===== src/rtl/time_fmt_pkg.sv =====
// Shared BCD time-display definitions: digit limits, range limits, FSM encoding, saturation pattern.
// Latency: n/a (constants and pure functions only).
// Backpressure: n/a.
package time_fmt_pkg;

    localparam logic [3:0]  SEC_TENS_MAX   = 4'd5;
    localparam logic [3:0]  DIG_MAX        = 4'd9;

    localparam logic [19:0] MAX_SEC_MMSS   = 20'd5999;    // 99:59
    localparam logic [19:0] MAX_SEC_HHMMSS = 20'd359999;  // 99:59:59

    typedef enum logic [1:0] {
        ST_LOAD  = 2'd0,
        ST_COUNT = 2'd1,
        ST_DONE  = 2'd2
    } conv_state_t;

    // Largest whole-second value the display can show for a given field count.
    function automatic logic [19:0] max_sec(input int fields);
        return (fields == 3) ? MAX_SEC_HHMMSS : MAX_SEC_MMSS;
    endfunction

    // Tens-digit wrap limit of a field: the top field is allowed to run to 9.
    function automatic logic [3:0] tens_max(input int field, input int fields);
        return (field == fields - 1) ? DIG_MAX : SEC_TENS_MAX;
    endfunction

    // Display shown on overflow: every ones digit 9, tens digits at their limit.
    function automatic logic [23:0] sat_pattern(input int fields);
        logic [23:0] pat;
        pat = '0;
        for (int f = 0; f < fields; f++) begin
            pat[8*f +: 4]     = DIG_MAX;
            pat[8*f + 4 +: 4] = tens_max(f, fields);
        end
        return pat;
    endfunction

endpackage


===== src/rtl/bcd_time_inc.sv =====
// Adds one second to a packed BCD time value (ss, mm:ss or hh:mm:ss), ripple carry across fields.
// Latency: purely combinational.
// Backpressure: none.
module bcd_time_inc
    import time_fmt_pkg::*;
#(
    parameter int FIELDS = 2
) (
    input  logic [8*FIELDS-1:0] bcd_cur,
    output logic [8*FIELDS-1:0] bcd_nxt
);

    logic carry;

    // Walk fields from seconds upward; each digit wraps at its limit and passes the carry on.
    always_comb begin
        bcd_nxt = bcd_cur;
        carry   = 1'b1;
        for (int f = 0; f < FIELDS; f++) begin
            if (carry) begin
                if (bcd_cur[8*f +: 4] == DIG_MAX) begin
                    bcd_nxt[8*f +: 4] = 4'd0;
                    if (bcd_cur[8*f + 4 +: 4] == tens_max(f, FIELDS)) begin
                        bcd_nxt[8*f + 4 +: 4] = 4'd0;
                    end else begin
                        bcd_nxt[8*f + 4 +: 4] = bcd_cur[8*f + 4 +: 4] + 4'd1;
                        carry                 = 1'b0;
                    end
                end else begin
                    bcd_nxt[8*f +: 4] = bcd_cur[8*f +: 4] + 4'd1;
                    carry             = 1'b0;
                end
            end
        end
    end

endmodule


===== src/rtl/dur_bcd_time_conv.sv =====
// Converts a tick-count duration into a packed BCD mm:ss / hh:mm:ss display value by counting seconds.
// Latency: target N publishes N+2 edges after LOAD entry; overflow saturates one edge after LOAD entry.
// Backpressure: none; input is quasi-static, any change of whole seconds restarts the conversion.
module dur_bcd_time_conv
    import time_fmt_pkg::*;
#(
    parameter int IN_W       = 12,
    parameter int FRAC_SHIFT = 2,
    parameter int FIELDS     = 2
) (
    input  logic                sys_clk,
    input  logic                sys_rst_n,
    input  logic [IN_W-1:0]     dur_in,
    output logic [8*FIELDS-1:0] time_bcd,
    output logic                time_valid,
    output logic                busy,
    output logic                overflow
);

    localparam int          CNT_W    = IN_W - FRAC_SHIFT;
    localparam int          BCD_W    = 8 * FIELDS;
    localparam logic [23:0] SAT_FULL = sat_pattern(FIELDS);
    localparam logic [31:0] MAX_EXT  = 32'(max_sec(FIELDS));

    conv_state_t      state;
    conv_state_t      state_nxt;
    logic [CNT_W-1:0] tgt_in;
    logic [CNT_W-1:0] target;
    logic [CNT_W-1:0] count;
    logic [BCD_W-1:0] acc;
    logic [BCD_W-1:0] acc_inc;
    logic             tgt_over;
    logic             tgt_changed;
    logic             count_hit;

    // Sub-second ticks are dropped; only a change in whole seconds matters.
    assign tgt_in      = dur_in[IN_W-1:FRAC_SHIFT];
    assign tgt_over    = 32'(tgt_in) > MAX_EXT;
    assign tgt_changed = (tgt_in != target);
    assign count_hit   = (count == target);

    generate
        if (FRAC_SHIFT > 0) begin : g_frac
            logic unused_frac;
            assign unused_frac = ^dur_in[FRAC_SHIFT-1:0];
        end
    endgenerate

    bcd_time_inc #(
        .FIELDS  (FIELDS)
    ) u_inc (
        .bcd_cur (acc),
        .bcd_nxt (acc_inc)
    );

    // State register.
    always_ff @(posedge sys_clk or negedge sys_rst_n) begin
        if (!sys_rst_n) begin
            state <= ST_LOAD;
        end else begin
            state <= state_nxt;
        end
    end

    // Next state: a changed target always wins over finishing the current count.
    always_comb begin
        state_nxt = state;
        case (state)
            ST_LOAD:  state_nxt = tgt_over ? ST_DONE : ST_COUNT;
            ST_COUNT: begin
                if (tgt_changed) begin
                    state_nxt = ST_LOAD;
                end else if (count_hit) begin
                    state_nxt = ST_DONE;
                end
            end
            ST_DONE:  state_nxt = tgt_changed ? ST_LOAD : ST_DONE;
            default:  state_nxt = ST_LOAD;
        endcase
    end

    // Busy follows the state register so it flips on the same edge as the state.
    always_ff @(posedge sys_clk or negedge sys_rst_n) begin
        if (!sys_rst_n) begin
            busy <= 1'b1;
        end else begin
            busy <= (state_nxt != ST_DONE);
        end
    end

    // Counting datapath; time_bcd only updates on publish so the display never flickers.
    always_ff @(posedge sys_clk or negedge sys_rst_n) begin
        if (!sys_rst_n) begin
            target     <= '0;
            count      <= '0;
            acc        <= '0;
            time_bcd   <= '0;
            time_valid <= 1'b0;
            overflow   <= 1'b0;
        end else begin
            case (state)
                ST_LOAD: begin
                    target     <= tgt_in;
                    count      <= '0;
                    acc        <= '0;
                    time_valid <= 1'b0;
                    if (tgt_over) begin
                        overflow   <= 1'b1;
                        time_bcd   <= SAT_FULL[BCD_W-1:0];
                        time_valid <= 1'b1;
                    end else begin
                        overflow   <= 1'b0;
                    end
                end
                ST_COUNT: begin
                    if (tgt_changed) begin
                        time_valid <= 1'b0;
                    end else if (count_hit) begin
                        time_bcd   <= acc;
                        time_valid <= 1'b1;
                    end else begin
                        count <= count + 1'b1;
                        acc   <= acc_inc;
                    end
                end
                ST_DONE: begin
                    if (tgt_changed) begin
                        time_valid <= 1'b0;
                    end
                end
                default: begin
                    time_valid <= 1'b0;
                end
            endcase
        end
    end

endmodule


===== config.mk =====
export PLATFORM = sky130hd
export DESIGN_NAME = dur_bcd_time_conv
export DESIGN_NICKNAME = d
export VERILOG_FILES = /design/src/rtl/time_fmt_pkg.sv /design/src/rtl/bcd_time_inc.sv /design/src/rtl/dur_bcd_time_conv.sv
export SDC_FILE = /design/constraint.sdc
export NUM_CORES = 1
export LEC_CHECK = 0
export ABC_AREA = 1
export CAP_MARGIN = 0
export CORE_MARGIN = 2
export CORE_UTILIZATION = 35
export CTS_CLUSTER_SIZE = 40
export DETAILED_ROUTE_END_ITERATION = 10
export PLACE_DENSITY = 0.67
export SYNTH_ARGS = -nofsm -noshare
export SYNTH_HDL_FRONTEND = slang
export SYNTH_SLANG_ARGS = --single-unit

===== constraint.sdc =====
create_clock -name sys_clk -period 1.55 [get_ports sys_clk]
set_input_delay 0.31 -clock sys_clk [delete_from_list [all_inputs] [get_ports sys_clk]]
set_output_delay 0.31 -clock sys_clk [all_outputs]
set_load 0.03 [all_outputs]

==> metrics.md, run 1 <==
| Metric | Value |
|---|---|
| Post-Synthesis Cell Area | 3200 um2 |
| Synth Area in Compound Gates | 8.40% |
| Crit. End Element | flop |
| Die Ht | 99.7 um |
| DRT Pass-1 Iters | 4 |
| Clock share of power | 26.1% |
| Crit Path Category | flop to flop |
| Endpoints failing hold | 0 |
| Vias in the first global route | 2533 |
| Seq cells post-synth | 56 |
| Layout cells sized above 1 | 29.1% |
| Synth Area in XOR/XNOR | 4.38% |
| Main combinational cell family by area after synthesis | simple AND/OR/NAND/NOR gates |
| Core ar. | 8810 um2 |
| TritonCTS buffer count | 5 |
| Placed instance count | 544 |
| Worst r2r src | target[2] |
| Tcrit/Tclk final | 106% |
| Startpoint Class | flop |
| Register area share after synthesis | 43.8% |
| Drt total wl | 6760 um |
| Type of the worst min-delay path | input port to flop |
| Total GRT Usage | 14.4% |
| Post-Synth Adder-Cell Area | 3.52% |
| Post-route setup slack | -0.0937 ns |
| Violated checks | negative setup slack |
| Die area | 9930 um2 |
| Met1 Use GR | 19.0% |
| Sequential share of power | 49.4% |
| Worst Skew | 0.0102 ns |
| Power per cell area | 768 nW/um2 |
| Final nets | 482 |
| Critical path launch point | target[2] |
| Die W | 99.7 um |
| Syn Area/Cell | 8.41 um2 |
| CTS Sinks | 56 |
| Fmax | 0.608 GHz |
| Longest Clk Path Bufs | 2 |
| Area growth syn-to-layout | 31.0% |
| Worst skew pair latency | 0.32 ns |
| Starting Density | 36.4% |
| Post-Layout Cell Count | 568 |
| Internal cell power | 2.16 mW |
| RSZ-0062 raised after global routing | yes |
| Sw power | 1.07 mW |
| Placed cell areas | 3830 um2 |
| Total number of vias | 2633 |
| Worst-path clk slew | 0.11 ns |
| Leakage power | 2.12 nW |
| Outcome | complete, but fails checks |
| Final setup violation count | 38 |
| Worst EP required | 1.77 ns |
| Cell Rows | 34 |
| First-pass GRT wire length | 11600 um |
| DRT iter0 DRCs | 90 |
| Largest fanout on the critical path | 3 |
| Port Buffer Count | 29 |
| Final Instance Area | 4200 um2 |
| Most frequent cells in the layout | nand2_1, dfrtp_1, inv_1, buf_4, dlygate4sd2_1 |
| Sw Share | 33.2% |
| Pre-CTS setup slack | -0.476 ns |
| Syn Inst Count | 381 |
| Netlist cell types | 33 |
| Max-slew violations | 0 |
| Largest net degree at the start of global routing | 57 |
| HPWL after detailed placement | 4550 um |
| Max-cap viol count | 0 |
| Logic gate share of total power | 24.5% |
| Critical path arrival | 1.87 ns |
| Yosys warning total | 0 |
| Avg WL per Cell | 11.9 um |
| Met2 Usage GRT | 24.7% |
| Io pins | 33 |
| Mapped Nets | 404 |
| Design Power | 3.22 mW |
| Post-Synth Simple-Gate Area | 31.5% |
| DRC | 0 |
| Commonest non-fill, non-tap cell in the layout | nand2_1 |
| Top Usage Layer GRT | met2 |
| Via/cell ratio | 4.64 |
| RD Place Congestion | 0.863 |
| Initial antenna violation count | 0 |
| Final critical-path required period | 1.64 ns |
| Grt ovf | 0 |
| Antenna viol nets, final | 0 |
| Peak VDD IR | 0.454 mV |
| HP Start | dur_in[7] |
| Clock root buffer | clkbuf_8 |
| Fin Setup TNS | -2.01 ns |
| CTS tree | done |
| Post-synthesis mux area share | 0% |
| Met3 Use GR | 2.39% |
| H-tree level count | 2 |
| Antenna cells | 0 |
## final cells by class
| class | instances | area [um2] |
|---|---|---|
| clock inverters | 2 | 16.3 |
| multi-input cells | 268 | 1690 |
| inverters | 52 | 198 |
| fillers | 849 | 4610 |
| flip-flops and latches | 56 | 1400 |
| repair buffers | 76 | 679 |
| well taps | 108 | 135 |
| clock buffers | 6 | 72.6 |
## final timing paths
kind	end	slack, ns	cells after the start
worst min register to register	time_valid	0.49	2
max in group asynchronous	busy	0.74	3
worst min-delay path	target[5]	0.26	3
min in group asynchronous	acc[8]	0.51	3
worst max-delay path	acc[2]	-0.09	10
worst max register to register	acc[2]	-0.09	10
## power groups by stage
| stage | combinational (mW) | sequential (mW) | clock, mW |
|---|---|---|---|
| 2_1_floorplan | 0.464 | 1.61 | 0 |
| 3_3_place_gp | 0.685 | 1.61 | 0 |
| 3_5_place_dp | 0.694 | 1.62 | 0 |
| 4_1_cts | 0.753 | 1.59 | 0.852 |
| 5_1_grt | 0.882 | 1.61 | 0.900 |
| 6_report | 0.790 | 1.59 | 0.841 |
## sequential cells by signal, summed over array words and instances, names as in the netlist
register    cells
acc            16
busy            1
count          10
state           2
target         10
time_bcd       16
time_valid      1
## critical path: stages (launching register included)
cell and delay (ns):
dfrtp_1 0.42, buf_4 0.14, nand2_1 0.05, nand4_1 0.17
nor2_4 0.18, nand2_4 0.07, buf_4 0.14, buf_4 0.12
buf_4 0.12, nand4_1 0.07, o21ai_2 0.05
## cell usage after synthesis
master    number  area, um2
nand2_1      115        432
dfrtp_1       55       1380
inv_1         45        169
o21ai_1       21        105
nor2_1        20       75.1
nand3_1       18       90.1
o21ai_0       14       70.1
xor2_1        14        123
ha_1           9        113
nand3_2        9       90.1
o21ai_2        9       78.8
inv_2          7       26.3
nand4_1        7       43.8
nand2_2        6       37.5
nor2_4         5       56.3
buf_2          3       15.0
nor2_8         3       60.1
buf_12         2       40.0
clkbuf_1       2       7.51
nand3_4        2       35.0
o31ai_1        2       15.0
xnor2_1        2       17.5
buf_4          1       7.51
conb_1         1       3.75
dfstp_2        1       26.3
nand2_4        1       11.3
nand2_8        1       20.0
nand4_2        1       12.5
nand4_4        1       21.3
nor2_2         1       6.26
nor3_1         1       5.00
nor3b_1        1       7.51
or2_2          1       6.26
## kinds of logic after synthesis
kind of cell,Yosys count
simple gates,193
buf+inv,60
flops,56
compound gates,46
xor+xnor,16
fa+ha+maj,9
other cells,1
## metrics by stage
step / util (%) / hold slack, ns
after CTS: 46.4 / 0.365
after global placement: 43.5 / 0.337
final: 47.7 / 0.256
after detailed placement: 43.5 / 0.339
after floorplan: - / 0.0144
after global routing: 47.7 / 0.291
## layer usage
| metal | wire [um] | up-vias | share of wire (%) |
|---|---|---|---|
| met3 | 205 | 8 | 3.0 |
| met4 | 67 | 0 | 0.99 |
| met1 | 3170 | 1224 | 47 |
| met5 | 0 | - | 0 |
| met2 | 3320 | 40 | 49 |
| li1 | - | 1361 | - |
## what timing repair did
action	in CTS	in global routing
hold buffers	1	0
setup buffers	5	7
pin swaps	14	13
gates cloned	3	0
gates resized for setup	49	25
hold endpoints to repair	39	0
endpoints found under the setup margin	62	47
Power figures use the tool's default switching activity.
==> inputs of run 2 (changes only) <==
HOLD_SLACK_MARGIN = 0.1   (was not set)
==> results of run 2 <==
No change in the layout: final DEF, timing and power equal those of run 1.
